### config.mk
export PLATFORM = sky130hd
export DESIGN_NAME = obstacle_field
export DESIGN_NICKNAME = d
export VERILOG_FILES = /design/src/rtl/dino_pkg.sv /design/src/rtl/dino_lfsr.sv /design/src/rtl/obstacle_field.sv
export SDC_FILE = /design/constraint.sdc
export NUM_CORES = 1
export LEC_CHECK = 0
export ABC_AREA = 1
export CAP_MARGIN = 20
export CORE_AREA = 2 2 73 75
export CTS_BUF_LIST = sky130_fd_sc_hd__clkbuf_8
export CTS_CLUSTER_DIAMETER = 150
export DETAILED_ROUTE_END_ITERATION = 8
export DIE_AREA = 0 0 75 77
export PLACE_DENSITY = 0.8
export SKIP_CTS_REPAIR_TIMING = 1
export SYNTH_ARGS = -nofsm -noshare
export SYNTH_HDL_FRONTEND = slang
export SYNTH_HIERARCHICAL = 1
export SYNTH_SLANG_ARGS = --single-unit
export TNS_END_PERCENT = 100
### constraint.sdc
create_clock -name clk -period 2.2 [get_ports clk]
set_input_delay 0.33 -clock clk [delete_from_list [all_inputs] [get_ports clk]]
set_output_delay 0.33 -clock clk [all_outputs]
set_load 0.1 [all_outputs]
### src/rtl/dino_pkg.sv
// Shared definitions for the dino game: LFSR constants and obstacle kinds.
package dino_pkg;

  localparam int unsigned LFSR_W = 16;
  localparam logic [LFSR_W-1:0] LFSR_TAPS = 16'hB400;
  localparam logic [LFSR_W-1:0] DEFAULT_SEED = 16'hACE1;

  typedef enum logic [1:0] {
    OBS_NONE,
    OBS_GROUND,
    OBS_AIR
  } obstacle_t;

endpackage

### src/rtl/dino_lfsr.sv
// 16-bit right-shifting Galois LFSR; advances once per cycle with step high.
module dino_lfsr
  import dino_pkg::*;
#(
  parameter logic [LFSR_W-1:0] SEED = DEFAULT_SEED
) (
  input  logic              clk,
  input  logic              rst_n,
  input  logic              step,
  output logic [LFSR_W-1:0] value
);

  logic [LFSR_W-1:0] lfsr_q;
  logic [LFSR_W-1:0] lfsr_d;

  always_comb begin
    lfsr_d = lfsr_q;
    if (step) begin
      lfsr_d = (lfsr_q >> 1) ^ (lfsr_q[0] ? LFSR_TAPS : '0);
    end
  end

  always_ff @(posedge clk or negedge rst_n) begin
    if (!rst_n) begin
      lfsr_q <= SEED;
    end else begin
      lfsr_q <= lfsr_d;
    end
  end

  assign value = lfsr_q;

endmodule

### src/rtl/obstacle_field.sv
// Two-row obstacle scroller: prescaled shifts, LFSR-driven spawns with a
// minimum gap between obstacles.
module obstacle_field
  import dino_pkg::*;
#(
  parameter int unsigned       WIDTH   = 16,
  parameter int unsigned       MIN_GAP = 2,
  parameter int unsigned       SPEED_W = 4,
  parameter logic [LFSR_W-1:0] SEED    = DEFAULT_SEED
) (
  input  logic               clk,
  input  logic               rst_n,
  input  logic               en,
  input  logic               clear,
  input  logic [SPEED_W-1:0] speed,
  input  logic [3:0]         density,
  output logic [WIDTH-1:0]   ground,
  output logic [WIDTH-1:0]   air,
  output logic               shift_pulse,
  output logic               spawned
);

  localparam int unsigned GAP_W = 4;
  localparam logic [GAP_W-1:0] GAP_RELOAD = GAP_W'(MIN_GAP);

  logic [SPEED_W-1:0] tick_q, tick_d;
  logic [GAP_W-1:0]   gap_q, gap_d;
  logic [WIDTH-1:0]   ground_q, ground_d;
  logic [WIDTH-1:0]   air_q, air_d;
  logic               shift_q, shift_d;
  logic               spawned_q, spawned_d;
  logic               step_c;
  logic [LFSR_W-1:0]  lfsr_c;
  obstacle_t          obs_c;
  logic               lfsr_unused;

  dino_lfsr #(
    .SEED (SEED)
  ) u_lfsr (
    .clk   (clk),
    .rst_n (rst_n),
    .step  (step_c),
    .value (lfsr_c)
  );

  // Only the low five LFSR bits steer spawning; the rest feed the sequence.
  assign lfsr_unused = ^lfsr_c[LFSR_W-1:5];

  always_comb begin
    tick_d    = tick_q;
    gap_d     = gap_q;
    ground_d  = ground_q;
    air_d     = air_q;
    shift_d   = 1'b0;
    spawned_d = 1'b0;
    step_c    = 1'b0;
    obs_c     = OBS_NONE;
    if (clear) begin
      tick_d   = '0;
      gap_d    = GAP_RELOAD;
      ground_d = '0;
      air_d    = '0;
    end else if (en) begin
      // >= so a speed reduced below the running count fires immediately
      if (tick_q >= speed) begin
        tick_d  = '0;
        shift_d = 1'b1;
        step_c  = 1'b1;
        if ((gap_q == '0) && (lfsr_c[3:0] < density)) begin
          obs_c     = lfsr_c[4] ? OBS_AIR : OBS_GROUND;
          spawned_d = 1'b1;
          gap_d     = GAP_RELOAD;
        end else if (gap_q != '0) begin
          gap_d = gap_q - GAP_W'(1);
        end
        ground_d = {ground_q[WIDTH-2:0], obs_c == OBS_GROUND};
        air_d    = {air_q[WIDTH-2:0], obs_c == OBS_AIR};
      end else begin
        tick_d = tick_q + SPEED_W'(1);
      end
    end
  end

  always_ff @(posedge clk or negedge rst_n) begin
    if (!rst_n) begin
      tick_q    <= '0;
      gap_q     <= GAP_RELOAD;
      ground_q  <= '0;
      air_q     <= '0;
      shift_q   <= 1'b0;
      spawned_q <= 1'b0;
    end else begin
      tick_q    <= tick_d;
      gap_q     <= gap_d;
      ground_q  <= ground_d;
      air_q     <= air_d;
      shift_q   <= shift_d;
      spawned_q <= spawned_d;
    end
  end

  assign ground      = ground_q;
  assign air         = air_q;
  assign shift_pulse = shift_q;
  assign spawned     = spawned_q;

endmodule

==> results of run 1 <==
through the flow:
| step | std cells | power [mW] | hold WS (ns) | setup slack, ns |
|---|---|---|---|---|
| finish | 404 | 2.78 | -0.0181 | 0.349 |
| global route | 404 | 2.94 | 0.0188 | 0.177 |
| CTS | 404 | 2.81 | -0.0105 | 0.365 |
| detailed placement | 390 | 1.85 | 0.349 | 0.0194 |
| global placement | 390 | 1.83 | 0.354 | 0.0518 |
| floorplan | 281 | 1.71 | 0.0344 | 0.500 |
kinds of logic (layout without fill, tap and decap cells):
kind of cell             after synthesis  after routing
AO/OA/AOI/OAI                         38             38
XOR/XNOR                               4              4
AND/OR/NAND/NOR                      107            107
flip-flops                            58             58
buffers and inverters                 64            117
adder cells (fa/ha/maj)               10             10
metal layers:
metal | track usage (%) | vias to the layer above
li1 | - | 973
met1 | 24.5 | 952
met2 | 29.3 | 42
met3 | 5.12 | 9
met4 | 9.46 | 0
met5 | 0 | -
power by group through the flow:
stage | Clock [mW] | Sequential [mW] | Combinational [mW]
floorplan | 0 | 1.33 | 0.384
global placement | 0 | 1.33 | 0.497
detailed placement | 0 | 1.33 | 0.513
CTS | 0.976 | 1.32 | 0.514
global route | 1.02 | 1.33 | 0.583
finish | 0.955 | 1.32 | 0.507
synthesized netlist by cell type:
cell type | n | area share (%)
o21ai_0 | 11 | 2.1
nand3_2 | 3 | 1.1
nand2_2 | 4 | 0.95
xor2_1 | 1 | 0.33
dfrtp_1 | 49 | 47
buf_2 | 2 | 0.38
nor3_1 | 1 | 0.19
inv_6 | 1 | 0.33
inv_1 | 52 | 7.4
ha_1 | 10 | 4.8
nor2_2 | 1 | 0.24
a21oi_1 | 1 | 0.19
nor2_1 | 10 | 1.4
nor2_4 | 1 | 0.43
o22ai_1 | 25 | 6.0
buf_6 | 7 | 3.0
xnor2_1 | 3 | 1.0
dfstp_2 | 9 | 9.0
nand3_1 | 9 | 1.7
nand2_4 | 2 | 0.86
o22ai_2 | 1 | 0.48
nand2_1 | 76 | 11
inv_2 | 2 | 0.29
worst max-delay path by stage:
stage                   start                to  slack (ns)  depth (start not counted)
floorplan           tick_q[3]   u_lfsr/value[4]        0.50                         13
global route         speed[3]  u_lfsr/value[15]        0.18                         11
CTS                  speed[3]  u_lfsr/value[15]        0.37                         11
global placement     speed[3]            air[0]        0.05                         10
detailed placement   speed[3]  u_lfsr/value[15]        0.02                         11
finish               speed[3]  u_lfsr/value[15]        0.35                         11
flip-flops by register name (all words and copies together) (netlist names):
name and cells:
gap_q 4, shift_pulse 1, spawned 1, u_lfsr/value 16, air 16, tick_q 4
ground 16
layout make-up:
cell class              instances  area (sq um)
clock inverters                 3          40.0
multi-input cells             159           857
flip-flops and latches         58          1460
inverters                      55           211
fillers                       421          1760
clock buffers                  11           151
repair buffers                 48           408
well taps                      70          87.6
placed cells by master (no fill, tap or decap), types with 2 or more instances in the layout:
cell type	count
nand2_1	76
inv_1	52
dfrtp_1	49
buf_4	35
o22ai_1	25
o21ai_0	11
clkbuf_8	11
nor2_1	10
ha_1	10
clkdlybuf4s50_1	10
nand3_1	9
dfstp_2	9
nand2_2	4
nand3_2	3
xnor2_1	3
nand2_4	2
inv_2	2
clkinv_2	2
buf_12	2
worst register-to-register path, stage by stage (launching register included):
cell,delay [ns]
dfrtp_1,0.39
ha_1,0.29
nand2_1,0.06
inv_2,0.05
nand3_1,0.07
nand3_2,0.11
nand2_1,0.09
inv_2,0.31
inv_6,0.12
o21ai_0,0.19
==> reports/metrics.yaml, run 1 <==
synth-simple-area-share_pct: 17.9
synth_area_sq_mm: 0.00262
power_frac_comb_pct: 18.3
die_h_um: 77
wl_per_cell_um: 12.1
grt_pass1_wl_mm: 8.39
drv_slew: 0
grt_max_degree: 35
std_cell_rows: 26
timing.final.crit_share_pct: 84.1
power.switching_uw: 781
synthesis.nets: 303
firstDrtPassIters: 4
portBuffers: 45
hp-class: "in -> async"
totalWireLength_mm: 4.91
violations: "negative hold slack"
cp_num_buf_inv: 5
grt_overflow_total: 0
cts_made_buffers: 9
die-area_sq_mm: 0.00578
setup_viol: 0
slowest_delay_ns: 0.45
synth-xor-area-share_pct: 1.34
required_ns: 2.44
wl_met3_um: 218
htreeDepth: 3
place_area_sq_mm: 0.00303
insertion_delay_ns: 0.33
whs_ns: -0.0181
maxCapViolations: 0
ios: 46
area_growth_syn_to_layout_pct: 22.8
p_seq_share_pct: 47.4
min_period_ns: 1.85
outcome: "finished with violations"
antenna_found_initial: 0
gp_congestion: 0.830
wl_met2_mm: 2.36
intPower_mw: 2.00
syn-instance-count: 281
syn_avg_cell_area_sq_um: 9.32
worst_setup_path_start_kind: "input port"
first_global_vias: 1924
final_nets: 353
top_layer: "met4"
path_max_fanout: 22
yosys.area_share.adder_pct: 4.78
vdd_ir_drop_max_mv: 0.888
ys_warn_count: 6
swShare_pct: 28.1
worstPathArrival_ns: 2.09
max_slew_margin_pct: 63.0
drc: 0
start_util_pct: 52.6
worst_slew_pin_slew_ns: 0.556
drtIter0Drc: 60
finalSetupTns_ns: 0
viasPerCell: 4.89
dp_hpwl_mm: 3.41
synth-compound-area-share_pct: 8.74
power_leakage_nw: 1.65
n_antenna_cell: 0
synth_cell_type_count: 23
clock_sinks: 58
critPathCaptureType: "flip-flop"
clockBufferDepth: 2
crit_slowest_cell: "clkdlybuf4s50_1"
ff2ff_setup_slack_ns: 0.44
vias: 1976
drive_gt1_share_pct: 22.8
wl_met1_mm: 2.23
track_usage_pct: 19.1
powerDensity_mw_per_mm2: 863
r2r-start: "tick_q[3]"
clock.fmax_mhz: 540
crit_path_cell_trace: "clkdlybuf4s50_1, inv_1, ha_1, nand2_1, inv_2, nand3_1, nand3_2, nand2_1, inv_2, inv_6, o21ai_0"
r2r-end: "u_lfsr/value[15]"
fin_area_sq_mm: 0.00322
hold_viol: 14
final_core_util_pct: 64.7
synth_top_family_by_area: "simple AND/OR/NAND/NOR gates"
synth-seq-area-share_pct: 55.8
path_delay_family: "buffers and inverters"
skew_ns: 0.00820
coreArea_sq_mm: 0.00498
rsz0062_at_grt: "false"
root_buffer: "clkbuf_8"
path_clk_slew_ns: 0.07
power.clock.fraction_pct: 34.4
die_w_um: 75
path_class: "in -> reg"
cts_tree: "built"
r2r_cells: 9
synth-seq-cells: 58
synth_mux_area_share_pct: 0
drtAntennaViolNets: 0
(Power assumes the default switching activity.)
==> run 2, diff against run 1 <==
Settings changed: CORE_AREA 2 2 73 75 to 2 2 77 79, DIE_AREA 0 0 75 77 to 0 0 79 81, PLACE_DENSITY 0.8 to 0.76.
Clock period 2.2 ns to 1.5 ns, I/O delays scaled along.
==> run 2 against run 1 <==
  * The run ends with negative setup slack left
  * Power up 53%
  * Critical path depth down 1
  * Flip-flop and latch count unchanged
  * Worst hold slack better by 0.44 ns
  * Worst setup slack worse by 0.53 ns
  * Non-clock buffer count up 18
  * Register-to-register slack worse by 0.62 ns
  * Die area up 11%
  * Sequential share of layout area down 8.8 points
  * Routed wire length up 25%
  * Final area up 24%
  * Combinational power up 87%
  * Critical endpoint is now gap_q[0]
==> reports/metrics.yaml, run 2 (synthesis gave the netlist of run 1 again) <==
final_cell_mix: "72 x nand2_1, 53 x inv_1, 49 x dfrtp_1"  # was 76 x nand2_1, 52 x inv_1, 49 x dfrtp_1
critPathCaptureType: "flip-flop"  # unchanged
slowest_delay_ns: 0.40  # was 0.45 ns
htreeDepth: 3  # unchanged
portBuffers: 45  # unchanged
drv_slew: 0  # unchanged
timing.final.crit_share_pct: 112
die_w_um: 79  # was 75 um
placed_cells: 407  # was 390
insertion_delay_ns: 0.33  # about the same
min_period_ns: 1.68
crit_slowest_cell: "dfrtp_1"  # was clkdlybuf4s50_1
worstPathArrival_ns: 1.88  # was 2.09 ns
outcome: "finished with violations"  # unchanged
root_buffer: "clkbuf_8"  # unchanged
std_cell_rows: 28  # was 26
drc: 0  # unchanged
crit_path_cell_trace: "ha_1, nand2_1, inv_2, nand3_2, nand3_4, nand2_4, nand2_8, buf_6, nand3_1, nand2_2"  # was clkdlybuf4s50_1, inv_1, ha_1, nand2_1, inv_2, nand3_1, nand3_2, nand2_1, inv_2, inv_6, o21ai_0
clock.fmax_mhz: 596
n_antenna_cell: 0  # unchanged
totalWireLength_mm: 6.13  # was 4.91 mm
antenna_found_initial: 0  # unchanged
area_growth_syn_to_layout_pct: 52.4  # was 22.8%
wl_per_cell_um: 14.3  # was 12.1 um
worst_slew_pin_slew_ns: 0.354  # was 0.556 ns
cts_made_buffers: 9  # unchanged
hp-class: "in -> async"  # unchanged
grt_overflow_total: 0  # unchanged
track_usage_pct: 19.5  # was 19.1%
viasPerCell: 4.99  # was 4.89
max_slew_margin_pct: 76.1  # was 63.0%
die-area_sq_mm: 0.00640  # was 0.00578 sq mm
path_class: "reg -> reg"  # was in -> reg
path_clk_slew_ns: 0.06  # was 0.07 ns
final_cells: 428  # was 404
drive_gt1_share_pct: 32.9  # was 22.8%
place_area_sq_mm: 0.00358  # was 0.00303 sq mm
path_max_fanout: 6  # was 22
final_common_cell: "nand2_1"  # unchanged
setup_viol: 57  # was 0
grt_max_degree: 59  # was 35
final_core_util_pct: 70.3  # was 64.7%
start_util_pct: 46.2  # was 52.6%
ios: 46  # unchanged
die_h_um: 81  # was 77 um
fillers: 399  # was 421
hold_viol: 0  # was 14
skew_ns: 0.00841  # was 0.00820 ns
layout_setup_ws_ns: -0.177  # was 0.349 ns
gp_congestion: 0.844  # was 0.830
required_ns: 1.71  # was 2.44 ns
fin_area_sq_mm: 0.00399  # was 0.00322 sq mm
firstDrtPassIters: 4  # unchanged
first_global_vias: 2117  # was 1924
cp_num_buf_inv: 2  # was 5
clockBufferDepth: 2  # unchanged
rsz0062_at_grt: "true"  # was false
coreArea_sq_mm: 0.00568  # was 0.00498 sq mm
vdd_ir_drop_max_mv: 0.717  # was 0.888 mV
dp_hpwl_mm: 3.88  # was 3.41 mm
maxCapViolations: 0  # unchanged
violations: "negative setup slack"  # was negative hold slack
power_leakage_nw: 1.89  # was 1.65 nW
finalSetupTns_ns: -5.81  # was 0 ns
drtIter0Drc: 119  # was 60
grt_pass1_wl_mm: 9.58  # was 8.39 mm
worst_setup_path_start_kind: "flip-flop"  # was input port
final_nets: 371  # was 353
path_delay_family: "simple AND/OR/NAND/NOR gates"  # was buffers and inverters
cts_tree: "built"  # unchanged
drtAntennaViolNets: 0  # unchanged
clock_sinks: 58  # unchanged
powerDensity_mw_per_mm2: 1060  # was 863 mW/mm^2
vias: 2137  # was 1976
==> run 2: changes by cell type in the layout (fill, tap and decap cells not counted), moves of 2 or more <==
cell	delta
nand3_1	-2
buf_12	+36
nor2_2	+2
o21ai_0	-6
buf_4	-22
o22ai_2	+9
buf_6	+2
nor2_1	-3
nand2_1	-4
o22ai_1	-9
o21ai_1	+3
o21ai_2	+3
nand2_2	+2
==> run 2: layer usage <==
layer,vias to the layer above,global-route usage [%],part of all wire [%]
li1,1018,-,-
met1,1050,23.8,41
met2,59,32.0,54
met3,10,6.78,4.2
met4,0,7.59,1.5
met5,-,0,0
==> run 2: final timing paths <==
path                            startpoint               to  slack, ns  cells past startpoint
max                              tick_q[2]         gap_q[0]      -0.18                     10
min                                  rst_n  u_lfsr/value[9]       0.43                      3
max reg2reg                      tick_q[2]         gap_q[0]      -0.18                     10
min reg2reg                u_lfsr/value[5]  u_lfsr/value[5]       0.46                      2
max in group asynchronous            rst_n         gap_q[1]       0.77                      3
min in group clk           u_lfsr/value[5]  u_lfsr/value[5]       0.46                      2
==> run 2: final cells by class <==
class	instances	area, sq um	area share (%)
Sequential cell	58	1460	36.6
Clock inverter	5	47.5	1.19
Clock buffer	10	138	3.45
Tap cell	75	93.8	2.35
Inverter	55	230	5.77
Timing Repair Buffer	66	1020	25.6
Multi-Input combinational cell	159	1000	25.0
==> run 2: stage by stage <==
step	hold slack, ns	total power, mW	setup WS, ns
floorplan	-0.0706	2.52	-0.157
global placement	0.246	2.75	-0.410
detailed placement	0.247	2.80	-0.482
CTS	-0.113	4.19	-0.165
global route	0.442	4.48	-0.292
finish	0.425	4.25	-0.177
==> run 2: where the power goes <==
group	internal, mW	switching, mW	total, mW
sequential	1.80	0.135	1.93
clock	0.785	0.585	1.37
combinational	0.398	0.549	0.948
total	2.98	1.27	4.25
==> run 2: worst register-to-register path, stage by stage (launching register included) <==
cell,delay (ns)
dfrtp_1,0.40
ha_1,0.29
nand2_1,0.10
inv_2,0.05
nand3_2,0.07
nand3_4,0.10
nand2_4,0.11
nand2_8,0.08
buf_6,0.14
nand3_1,0.12
nand2_2,0.08
==> run 3, diff against run 2 <==
Settings changed: REMOVE_ABC_BUFFERS set to 1.
==> run 3 against run 2 <==
  * The run still ends with negative setup slack left
  * Power is 3.0% higher
  * First-iteration DRC count is 97% higher
  * Clock power is 5% higher
  * Critical path depth stayed put
  * Highest routed layer unchanged
==> reports/metrics.yaml, run 3 (synthesis gave the netlist of run 1 again) <==
outcome: "finished with violations"  # unchanged
violations: "negative setup slack"  # unchanged
post-place-ws_ns: -0.598  # was -0.482 ns
worst_setup_path_start_kind: "flip-flop"  # unchanged
die_h_um: 81  # unchanged
drtIter0Drc: 234  # was 119
firstDrtPassIters: 5  # was 4
cts_made_buffers: 9  # unchanged
timing.final.crit_share_pct: 115  # was 112%
r2r-end: "ground[13]"  # was gap_q[0]
ios: 46  # unchanged
seq_area_sq_mm: 0.00146  # unchanged
gp_congestion: 0.785  # was 0.844
wl_per_cell_um: 16.6  # was 14.3 um
std_cell_rows: 28  # unchanged
drtAntennaViolNets: 0  # unchanged
drive_gt1_share_pct: 35.6  # was 32.9%
layout_setup_ws_ns: -0.219  # was -0.177 ns
finalSetupTns_ns: -7.19  # was -5.81 ns
clockBufferDepth: 2  # unchanged
fillers: 379  # was 399
max_slew_margin_pct: 74.5  # was 76.1%
crit_slowest_cell: "dfrtp_1"  # unchanged
grt_overflow_total: 0  # unchanged
slowest_delay_ns: 0.40  # about the same
first_global_vias: 2153  # was 2117
required_ns: 1.75  # was 1.71 ns
dp_hpwl_mm: 3.90  # was 3.88 mm
antenna_found_initial: 0  # unchanged
power_leakage_nw: 1.93  # was 1.89 nW
r2r-start: "tick_q[2]"  # unchanged
skew_ns: 0.00997  # was 0.00841 ns
cp_common_cell: "nand2_8"
start_util_pct: 46.2  # unchanged
rsz0062_at_grt: "true"  # unchanged
maxCapViolations: 0  # unchanged
clock.fmax_mhz: 582  # was 596 MHz
startpoint: "tick_q[2]"  # unchanged
vias: 2172  # was 2137
hold_viol: 0  # unchanged
final_common_cell: "nand2_1"  # unchanged
ff2ff_setup_slack_ns: -0.22  # was -0.18 ns
totalWireLength_mm: 7.19  # was 6.13 mm
area_growth_syn_to_layout_pct: 58.5  # was 52.4%
grt_pass1_wl_mm: 9.94  # was 9.58 mm
critPathCaptureType: "flip-flop"  # unchanged
coreArea_sq_mm: 0.00568  # unchanged
final_cell_mix: "73 x nand2_1, 54 x inv_1, 49 x dfrtp_1"  # was 72 x nand2_1, 53 x inv_1, 49 x dfrtp_1
powerDensity_mw_per_mm2: 1050  # was 1060 mW/mm^2
path_class: "reg -> reg"  # unchanged
path_clk_slew_ns: 0.06  # about the same
setup_viol: 53  # was 57
r2r_cells: 10  # unchanged
portBuffers: 45  # unchanged
drc: 0  # unchanged
crit_path_cell_trace: "ha_1, nand2_1, inv_2, nand2_2, nand3_4, buf_6, nand2_8, nand2_8, clkbuf_16, o22ai_1"  # was ha_1, nand2_1, inv_2, nand3_2, nand3_4, nand2_4, nand2_8, buf_6, nand3_1, nand2_2
vdd_ir_drop_max_mv: 0.780  # was 0.717 mV
multi_input_area_sq_mm: 0.00110  # was 1000 sq um
htreeDepth: 3  # unchanged
path_max_fanout: 5  # was 6
cts_tree: "built"  # unchanged
clock_sinks: 58  # unchanged
die-area_sq_mm: 0.00640  # unchanged
viasPerCell: 5.03  # was 4.99
worst_slew_pin_slew_ns: 0.383  # was 0.354 ns
grt_max_degree: 59  # unchanged
hp-class: "in -> async"  # unchanged
n_antenna_cell: 0  # unchanged
drv_slew: 0  # unchanged
insertion_delay_ns: 0.34  # was 0.33 ns
die_w_um: 79  # unchanged
final_nets: 374  # was 371
min_period_ns: 1.72  # was 1.68 ns
worstPathArrival_ns: 1.97  # was 1.88 ns
track_usage_pct: 20.6  # was 19.5%
root_buffer: "clkbuf_8"  # unchanged
## run 3: changes by cell type in the layout (fill, tap and decap cells not counted), sizes merged
cell | before | now
clkinv | 3 | 1
clkdlybuf4s50 | 10 | 9
inv | 55 | 58
nand2 | 82 | 83
clkbuf | 11 | 14
clkinvlp | 1 | 0
dlymetal6s2s | 0 | 1
## run 3: metal layers
layer | global-route usage, % | vias up | share of wire (%)
met3 | 6.00 | 8 | 4.3
met2 | 34.8 | 69 | 55
li1 | - | 1024 | -
met5 | 0 | - | 0
met4 | 7.24 | 0 | 1.0
met1 | 25.5 | 1071 | 39
## run 3: layout make-up
type                       instances  share of cell area, %
clock inverter                     5                   1.12
timing repair buffer              68                   25.8
clock buffer                      11                   3.65
multi-input combinational        160                   26.6
inverter                          55                   5.33
tap                               75                   2.26
sequential                        58                   35.2
## run 3: worst max-delay path, delay by kind of cell, from the launching register on
| family | cells | cell delay, ns |
|---|---|---|
| fa+ha+maj | 1 | 0.33 |
| buf+inv | 3 | 0.37 |
| compound gates | 1 | 0.13 |
| flops | 1 | 0.40 |
| simple gates | 5 | 0.40 |
## run 3: power by group
part | leakage [nW] | switching, mW | internal [mW]
sequential | 0.771 | 0.142 | 1.80
combinational | 1.05 | 0.578 | 0.419
clock | 0.113 | 0.603 | 0.837
## run 3: how the worst max path moves through the flow
stage                  endpoint
2_1_floorplan  u_lfsr/value[15]
3_3_place_gp   u_lfsr/value[12]
3_5_place_dp   u_lfsr/value[15]
4_1_cts        u_lfsr/value[15]
5_1_grt              ground[13]
6_report             ground[13]
## run 3: stage by stage
| stage | area (sq um) | cells | total power [mW] | utilization, % | hold slack, ns |
|---|---|---|---|---|---|
| after floorplan | 2530 | 272 | 2.49 | - | -0.0706 |
| after global placement | 3560 | 408 | 2.74 | 62.7 | 0.246 |
| after detailed placement | 3560 | 408 | 2.78 | 62.7 | 0.249 |
| after CTS | 3750 | 424 | 4.23 | 66.1 | -0.125 |
| after global routing | 4150 | 432 | 4.61 | 73.1 | 0.450 |
| final | 4150 | 432 | 4.38 | 73.1 | 0.409 |
